==> config.mk <==
export PLATFORM = sky130hd
export DESIGN_NAME = axi4_wr_burst_gen_flat
export DESIGN_NICKNAME = d
export VERILOG_FILES = /design/src/rtl/axi4_wr_burst_gen_if.sv /design/src/rtl/axi4_wr_burst_gen.sv /design/src/flat_wrapper.sv
export SDC_FILE = /design/constraint.sdc
export NUM_CORES = 1
export LEC_CHECK = 0
export ABC_AREA = 1
export BUFFER_PORTS_ARGS = -buffer_cell sky130_fd_sc_hd__buf_2
export CAP_MARGIN = 10
export CORE_ASPECT_RATIO = 1.75
export CORE_MARGIN = 4
export CORE_UTILIZATION = 26
export CTS_CLUSTER_SIZE = 12
export DETAILED_ROUTE_END_ITERATION = 8
export MAX_ROUTING_LAYER = met4
export PLACE_DENSITY = 0.52
export SYNTH_ARGS = -nofsm -noshare
export SYNTH_HDL_FRONTEND = slang
export SYNTH_SLANG_ARGS = --single-unit
==> constraint.sdc <==
create_clock -name clk -period 10.2 [get_ports clk]
set_clock_uncertainty 0.1 [all_clocks]
set_input_delay 0.51 -clock clk [delete_from_list [all_inputs] [get_ports clk]]
set_output_delay 0.51 -clock clk [all_outputs]
set_load 0.01 [all_outputs]
==> src/rtl/axi4_wr_burst_gen_if.sv <==
// ---------------------------------------------------------------------------
// axi4_wr_burst_gen_if
// AXI4 write-channel bundle (AW, W, B) shared by the write burst generator and
// whatever slave model or protocol monitor sits on the same bus.
//   master modport : drives AW/W payload + valids and bready
//   slave  modport : drives awready, wready and the B response
// ---------------------------------------------------------------------------
interface axi4_wr_burst_gen_if #(
    parameter int ADDR_W = 32,
    parameter int DATA_W = 64,
    parameter int ID_W   = 4
);
    // AW channel
    logic                awvalid;
    logic                awready;
    logic [ADDR_W-1:0]   awaddr;
    logic [7:0]          awlen;
    logic [2:0]          awsize;
    logic [1:0]          awburst;
    logic [ID_W-1:0]     awid;
    // W channel
    logic                wvalid;
    logic                wready;
    logic [DATA_W-1:0]   wdata;
    logic [DATA_W/8-1:0] wstrb;
    logic                wlast;
    // B channel
    logic                bvalid;
    logic                bready;
    logic [1:0]          bresp;
    logic [ID_W-1:0]     bid;

    modport master (
        output awvalid, awaddr, awlen, awsize, awburst, awid,
        output wvalid, wdata, wstrb, wlast,
        output bready,
        input  awready, wready, bvalid, bresp, bid
    );

    modport slave (
        input  awvalid, awaddr, awlen, awsize, awburst, awid,
        input  wvalid, wdata, wstrb, wlast,
        input  bready,
        output awready, wready, bvalid, bresp, bid
    );
endinterface

==> src/rtl/axi4_wr_burst_gen.sv <==
// ---------------------------------------------------------------------------
// axi4_wr_burst_gen
// AXI4 write-master stimulus engine. Takes one burst command at a time and
// plays it out as one AW handshake, awlen+1 INCR W beats carrying
// seed, seed+1, ... and one B response, then reports a completion pulse.
// VALID and payload only change on the cycle after a handshake, so every
// burst is protocol-legal.
//
// Ports
//   clk, rst        : clock, asynchronous active-high reset
//   cmd_*_i/_o      : burst command (addr, len, id, seed) with valid/ready
//   done_valid_o    : one-cycle completion pulse
//   done_resp_o     : captured bresp (SLVERR when the watchdog fires)
//   done_id_err_o   : bid did not match the issued awid
//   axi             : AXI4 AW/W/B channels, master side
//
// Optional build macro AXI4_WR_TIMEOUT_EN: adds a B-response watchdog that
// completes the burst with SLVERR after TO_CYCLES cycles in B without bvalid.
// Without it the block waits in B indefinitely.
// ---------------------------------------------------------------------------
module axi4_wr_burst_gen #(
    parameter int ADDR_W    = 32,
    parameter int DATA_W    = 64,
    parameter int ID_W      = 4,
    parameter int TO_CYCLES = 1024
) (
    input  logic              clk,
    input  logic              rst,
    input  logic              cmd_valid_i,
    output logic              cmd_ready_o,
    input  logic [ADDR_W-1:0] cmd_addr_i,
    input  logic [7:0]        cmd_len_i,
    input  logic [ID_W-1:0]   cmd_id_i,
    input  logic [DATA_W-1:0] cmd_seed_i,
    output logic              done_valid_o,
    output logic [1:0]        done_resp_o,
    output logic              done_id_err_o,
    axi4_wr_burst_gen_if.master axi
);
    localparam logic [2:0] SIZE_C = 3'($clog2(DATA_W / 8));

    typedef enum logic [1:0] {S_IDLE, S_AW, S_W, S_B} state_e;

    state_e            state_q;
    logic [ADDR_W-1:0] addr_q;
    logic [7:0]        len_q;
    logic [7:0]        beat_q;
    logic [ID_W-1:0]   id_q;
    logic [DATA_W-1:0] wdata_q;
    logic              awvalid_q;
    logic              wvalid_q;
    logic              wlast_q;
    logic              bready_q;
    logic              done_valid_q;
    logic [1:0]        done_resp_q;
    logic              done_id_err_q;

`ifdef AXI4_WR_TIMEOUT_EN
    localparam int TO_W = $clog2(TO_CYCLES + 1);
    logic [TO_W-1:0] to_cnt_q;
`else
    logic to_unused;
    assign to_unused = (TO_CYCLES != 0);
`endif

    always_ff @(posedge clk or posedge rst) begin
        if (rst) begin
            state_q       <= S_IDLE;
            addr_q        <= '0;
            len_q         <= '0;
            beat_q        <= '0;
            id_q          <= '0;
            wdata_q       <= '0;
            awvalid_q     <= 1'b0;
            wvalid_q      <= 1'b0;
            wlast_q       <= 1'b0;
            bready_q      <= 1'b0;
            done_valid_q  <= 1'b0;
            done_resp_q   <= 2'b00;
            done_id_err_q <= 1'b0;
`ifdef AXI4_WR_TIMEOUT_EN
            to_cnt_q      <= '0;
`endif
        end else begin
            done_valid_q <= 1'b0;
            case (state_q)
                S_IDLE: begin
                    if (cmd_valid_i) begin
                        addr_q    <= cmd_addr_i;
                        len_q     <= cmd_len_i;
                        id_q      <= cmd_id_i;
                        wdata_q   <= cmd_seed_i;
                        beat_q    <= '0;
                        awvalid_q <= 1'b1;
                        state_q   <= S_AW;
                    end
                end
                S_AW: begin
                    if (axi.awready) begin
                        awvalid_q <= 1'b0;
                        wvalid_q  <= 1'b1;
                        wlast_q   <= (len_q == 8'd0);
                        state_q   <= S_W;
                    end
                end
                S_W: begin
                    // wvalid is always high here, so wready alone is a handshake
                    if (axi.wready) begin
                        if (wlast_q) begin
                            wvalid_q <= 1'b0;
                            wlast_q  <= 1'b0;
                            bready_q <= 1'b1;
                            state_q  <= S_B;
`ifdef AXI4_WR_TIMEOUT_EN
                            to_cnt_q <= '0;
`endif
                        end else begin
                            // data tracks seed+beat incrementally; the beat
                            // count stops at len, so 256-beat bursts never wrap
                            beat_q  <= beat_q + 8'd1;
                            wdata_q <= wdata_q + DATA_W'(1);
                            wlast_q <= ((beat_q + 8'd1) == len_q);
                        end
                    end
                end
                S_B: begin
                    if (axi.bvalid) begin
                        bready_q      <= 1'b0;
                        done_valid_q  <= 1'b1;
                        done_resp_q   <= axi.bresp;
                        done_id_err_q <= (axi.bid != id_q);
                        state_q       <= S_IDLE;
                    end
`ifdef AXI4_WR_TIMEOUT_EN
                    // bvalid in the same cycle takes priority above
                    else if (to_cnt_q == TO_W'(TO_CYCLES - 1)) begin
                        bready_q      <= 1'b0;
                        done_valid_q  <= 1'b1;
                        done_resp_q   <= 2'b10;
                        done_id_err_q <= 1'b0;
                        state_q       <= S_IDLE;
                    end else begin
                        to_cnt_q <= to_cnt_q + TO_W'(1);
                    end
`endif
                end
                default: state_q <= S_IDLE;
            endcase
        end
    end

    assign cmd_ready_o   = (state_q == S_IDLE);
    assign done_valid_o  = done_valid_q;
    assign done_resp_o   = done_resp_q;
    assign done_id_err_o = done_id_err_q;

    assign axi.awvalid = awvalid_q;
    assign axi.awaddr  = addr_q;
    assign axi.awlen   = len_q;
    assign axi.awsize  = SIZE_C;
    assign axi.awburst = 2'b01;
    assign axi.awid    = id_q;
    assign axi.wvalid  = wvalid_q;
    assign axi.wdata   = wdata_q;
    assign axi.wstrb   = '1;
    assign axi.wlast   = wlast_q;
    assign axi.bready  = bready_q;
endmodule

==> src/flat_wrapper.sv <==
// flat-port wrapper written by rule: the top's interface ports become plain ports
module axi4_wr_burst_gen_flat 
#(
    parameter int ADDR_W    = 32,
    parameter int DATA_W    = 64,
    parameter int ID_W      = 4,
    parameter int TO_CYCLES = 1024
)
  (clk, rst, cmd_valid_i, cmd_ready_o, cmd_addr_i, cmd_len_i, cmd_id_i, cmd_seed_i, done_valid_o, done_resp_o, done_id_err_o, axi_awvalid, axi_awaddr, axi_awlen, axi_awsize, axi_awburst, axi_awid, axi_wvalid, axi_wdata, axi_wstrb, axi_wlast, axi_bready, axi_awready, axi_wready, axi_bvalid, axi_bresp, axi_bid);
  axi4_wr_burst_gen_if #(.ADDR_W(ADDR_W), .DATA_W(DATA_W), .ID_W(ID_W)) axi_i ();
  input  logic clk;
  input  logic rst;
  input  logic cmd_valid_i;
  output logic cmd_ready_o;
  input  logic [ADDR_W-1:0] cmd_addr_i;
  input  logic [7:0] cmd_len_i;
  input  logic [ID_W-1:0] cmd_id_i;
  input  logic [DATA_W-1:0] cmd_seed_i;
  output logic done_valid_o;
  output logic [1:0] done_resp_o;
  output logic done_id_err_o;
  output wire logic [$bits(axi_i.awvalid)-1:0] axi_awvalid;
  output wire logic [$bits(axi_i.awaddr)-1:0] axi_awaddr;
  output wire logic [$bits(axi_i.awlen)-1:0] axi_awlen;
  output wire logic [$bits(axi_i.awsize)-1:0] axi_awsize;
  output wire logic [$bits(axi_i.awburst)-1:0] axi_awburst;
  output wire logic [$bits(axi_i.awid)-1:0] axi_awid;
  output wire logic [$bits(axi_i.wvalid)-1:0] axi_wvalid;
  output wire logic [$bits(axi_i.wdata)-1:0] axi_wdata;
  output wire logic [$bits(axi_i.wstrb)-1:0] axi_wstrb;
  output wire logic [$bits(axi_i.wlast)-1:0] axi_wlast;
  output wire logic [$bits(axi_i.bready)-1:0] axi_bready;
  input wire logic [$bits(axi_i.awready)-1:0] axi_awready;
  input wire logic [$bits(axi_i.wready)-1:0] axi_wready;
  input wire logic [$bits(axi_i.bvalid)-1:0] axi_bvalid;
  input wire logic [$bits(axi_i.bresp)-1:0] axi_bresp;
  input wire logic [$bits(axi_i.bid)-1:0] axi_bid;
  assign axi_awvalid = axi_i.awvalid;
  assign axi_awaddr = axi_i.awaddr;
  assign axi_awlen = axi_i.awlen;
  assign axi_awsize = axi_i.awsize;
  assign axi_awburst = axi_i.awburst;
  assign axi_awid = axi_i.awid;
  assign axi_wvalid = axi_i.wvalid;
  assign axi_wdata = axi_i.wdata;
  assign axi_wstrb = axi_i.wstrb;
  assign axi_wlast = axi_i.wlast;
  assign axi_bready = axi_i.bready;
  assign axi_i.awready = axi_awready;
  assign axi_i.wready = axi_wready;
  assign axi_i.bvalid = axi_bvalid;
  assign axi_i.bresp = axi_bresp;
  assign axi_i.bid = axi_bid;
  axi4_wr_burst_gen #(.ADDR_W(ADDR_W), .DATA_W(DATA_W), .ID_W(ID_W), .TO_CYCLES(TO_CYCLES)) u_core (.clk(clk), .rst(rst), .cmd_valid_i(cmd_valid_i), .cmd_ready_o(cmd_ready_o), .cmd_addr_i(cmd_addr_i), .cmd_len_i(cmd_len_i), .cmd_id_i(cmd_id_i), .cmd_seed_i(cmd_seed_i), .done_valid_o(done_valid_o), .done_resp_o(done_resp_o), .done_id_err_o(done_id_err_o), .axi(axi_i));
endmodule
==> run summary <==
CTS tree: yes
Final net count: 1587
Max clock buf depth: 2
Register area share after synthesis: 38.09%
CTS Root Cell: clkbuf_16
Iter 0 DRT Violations: 448
Synthesized flop and latch total: 126
Slowest stage cell on the critical path: ha_4
Crit-path max cell delay: 0.48 ns
Setup CP Type: flop to flop
Fmax: 373.9 MHz
Fillers: 3508
Worst path cell trace: inv_1, ha_4, inv_1, buf_4, nor2_1, nand3_1, nor2_1, nand3_1, nor2_1, nand3_1, a21oi_1
Initial antenna violation count: 3
Antenna-violating nets left: 0
WHS: 0.1849 ns
Final HPWL DP: 25450 um
Synth area leader: dfrtp_1
Vias/cell: 4.672
Worst-path clk slew: 0.06 ns
Vias in the first global route: 8672
Area delta synth->final: 25.53%
Critical path endpoint category: flop
Placed Instances: 1838
IO Count: 250
Unrepaired setup endpoints after global routing: no
Place WS: 7.507 ns
Setup TNS: 0 ns
Psw: 1632 uW
Die area: 34870 sq um
Syn Inst Count: 1237
WP data arrival: 2.93 ns
Sequential power share: 31.6%
Comb power frac: 49.9%
Multi-input gate area: 4372 sq um
Final setup vio count: 0
First-pass GRT wire length: 48970 um
Worst hold-check path type: input port to flop
Outcome: finished, final reports clean
Post-CTS setup buffer count: 0
Most frequent cells after synthesis: nand2_1, nor2_1, inv_1
Total grt overflow: 0
Core Region: 31420 sq um
Top FF cell, synth: dfrtp_1
Cell Rows: 86
Top-count cell post-synth: nand2_1
Reg area: 3153 sq um
Switch share: 48.42%
Pwr Density: 324.3 nW/um^2
Final RePlAce weighted congestion: 0.9989
Yosys warning count: 0
Number of flops mapped to enable cells by yosys: 0
Measured slew at the worst slew-check pin: 1.124 ns
WL/cell: 17.27 um
Crit path launch type: flop
Critical Path RT: 10.46 ns
Clock buffer count from CTS: 17
CTS resizes: 0
Mapped Area: 8278 sq um
Die width: 142.9 um
1st-pass router iterations: 8
Max Cap Viol: 0
Pleak: 0.005209 uW
Largest net degree at the start of global routing: 72
# port buffers: 236
Synth unique cells: 39
Final Hold Viols: 0
GRT Util Overall: 18.98%
CTS Hold Bufs: 0
Int Pwr: 1738 uW
Die Y: 244.0 um
Slew Viols, Final: 0
VDD IR max: 0.1847 mV
H-tree levels: 4
Slew Limit Headroom: 24.78%
Clk pwr share: 18.4%
Top cell type's share of synthesized area: 38.09%
Power Total: 3370 uW
Final WS setup: 7.525 ns
Initial Utilization: 26.35%
CP Max Fanout: 45
CTS Sinks: 126
Vias: 8751
Synth area leaders: dfrtp_1, nand2_1, nor2_1
Share of cells above drive strength 1: 23.34%
Drc violations: 0
DRT Wirelength: 32340 um
Clock Latency Late Sink: 0.44 ns
Post-Layout Cell Count: 1873
Mapped Avg Cell Area: 6.692 sq um
Tcrit/Tclk final: 26.22%
FFs w/ async S/R, synth: 100.0%
Min Clock Period, post-route: 2.675 ns
## kinds of logic (layout without fill, tap and decap cells)
| family | count (synthesis) | count (layout) | synth area share (%) |
|---|---|---|---|
| buffers and inverters | 195 | 421 | 9.779 |
| other | 2 | 16 | 0.09072 |
| adders and majority gates | 6 | 6 | 0.9069 |
| DFF | 126 | 126 | 38.09 |
| xor gates and xnor gates | 10 | 10 | 1.058 |
| AOI/OAI and AO/OA | 137 | 137 | 9.009 |
| and+or+nand+nor | 726 | 726 | 36.31 |
| muxes | 35 | 35 | 4.761 |
## final cells by class
class                      instances  area share, %
multi-input combinational        927          42.07
timing repair buffer             242          11.80
tap                              396          4.768
clock buffer                      19          4.263
inverter                         147          5.334
clock inverter                    13          1.349
antenna                            3        0.07225
sequential                       126          30.34
## worst max-delay path, delay by kind of cell, from the launching register on
kind                     cells  cell delay (ns)
buffers and inverters        3             0.91
AND/OR/NAND/NOR              6             0.57
adder cells (fa/ha/maj)      1             0.48
flip-flops                   1             0.41
AO/OA/AOI/OAI                1             0.13
## final timing paths
kind	startpoint	to	slack, ns	cells after the start
setup / recovery	u_core.state_q[0]$_DFFE_PP0P_	u_core.axi.wlast$_DFFE_PP0P_	7.53	11
hold / removal	axi_bresp[0]	u_core.done_resp_o[0]$_DFFE_PP0P_	0.18	3
setup reg to reg	u_core.state_q[0]$_DFFE_PP0P_	u_core.axi.wlast$_DFFE_PP0P_	7.53	11
hold reg to reg	u_core.done_id_err_o$_DFFE_PP0P_	u_core.done_id_err_o$_DFFE_PP0P_	0.38	2
max in group asynchronous	rst	u_core.beat_q[4]$_DFFE_PP0P_	8.45	3
min in group asynchronous	rst	u_core.axi.wdata[2]$_DFFE_PP0P_	0.22	2
## sequential cells by signal (all words and copies together), names as in the netlist, 2 cells and up
register	cells
u_core.axi.wdata	64
u_core.axi.awaddr	32
u_core.state_q	2
u_core.beat_q	8
u_core.axi.awid	4
u_core.done_resp_o	2
u_core.axi.awlen	8
## cell usage in the layout (no fill, tap or decap), types with 4 or more instances in the layout
master and count:
a21oi_1 39, a22oi_1 5, buf_2 236, buf_4 6, clkbuf_16 17, clkinvlp_4 4, conb_1 13, dfrtp_1 126
ha_1 5, inv_1 139, inv_2 6, mux2_2 35, nand2_1 367, nand2_2 8, nand3_1 85, nand4_1 14
nor2_1 223, nor2_2 10, nor2_4 6, o21ai_0 53, o21ai_1 14, o22ai_1 16, xnor2_1 7
## metal layers
metal / vias up / track usage (%) / wire [um] / share of wire [%]
li1: 4339 / - / - / -
met1: 4049 / 19.75 / 11880 / 37
met2: 301 / 34.14 / 17110 / 53
met3: 62 / 4.031 / 2038 / 6.3
met4: 0 / 7.946 / 1304 / 4.0
met5: - / - / 0 / 0
## power by group through the flow
stage               Combinational (uW)  Sequential, uW  Clock, uW
finish                            1680            1070        621
global route                      1920            1100        662
CTS                               1710            1070        645
detailed placement                1710            1070          0
global placement                  1690            1070          0
floorplan                         1060            1080          0
## per-stage QoR
step           utilization (%)  area, sq um
4_1_cts                  33.05        10380
2_1_floorplan                -         8319
6_report                 33.07        10390
5_1_grt                  33.07        10390
3_3_place_gp             31.19         9801
3_5_place_dp             31.19         9801
Power figures use the tool's default switching activity.
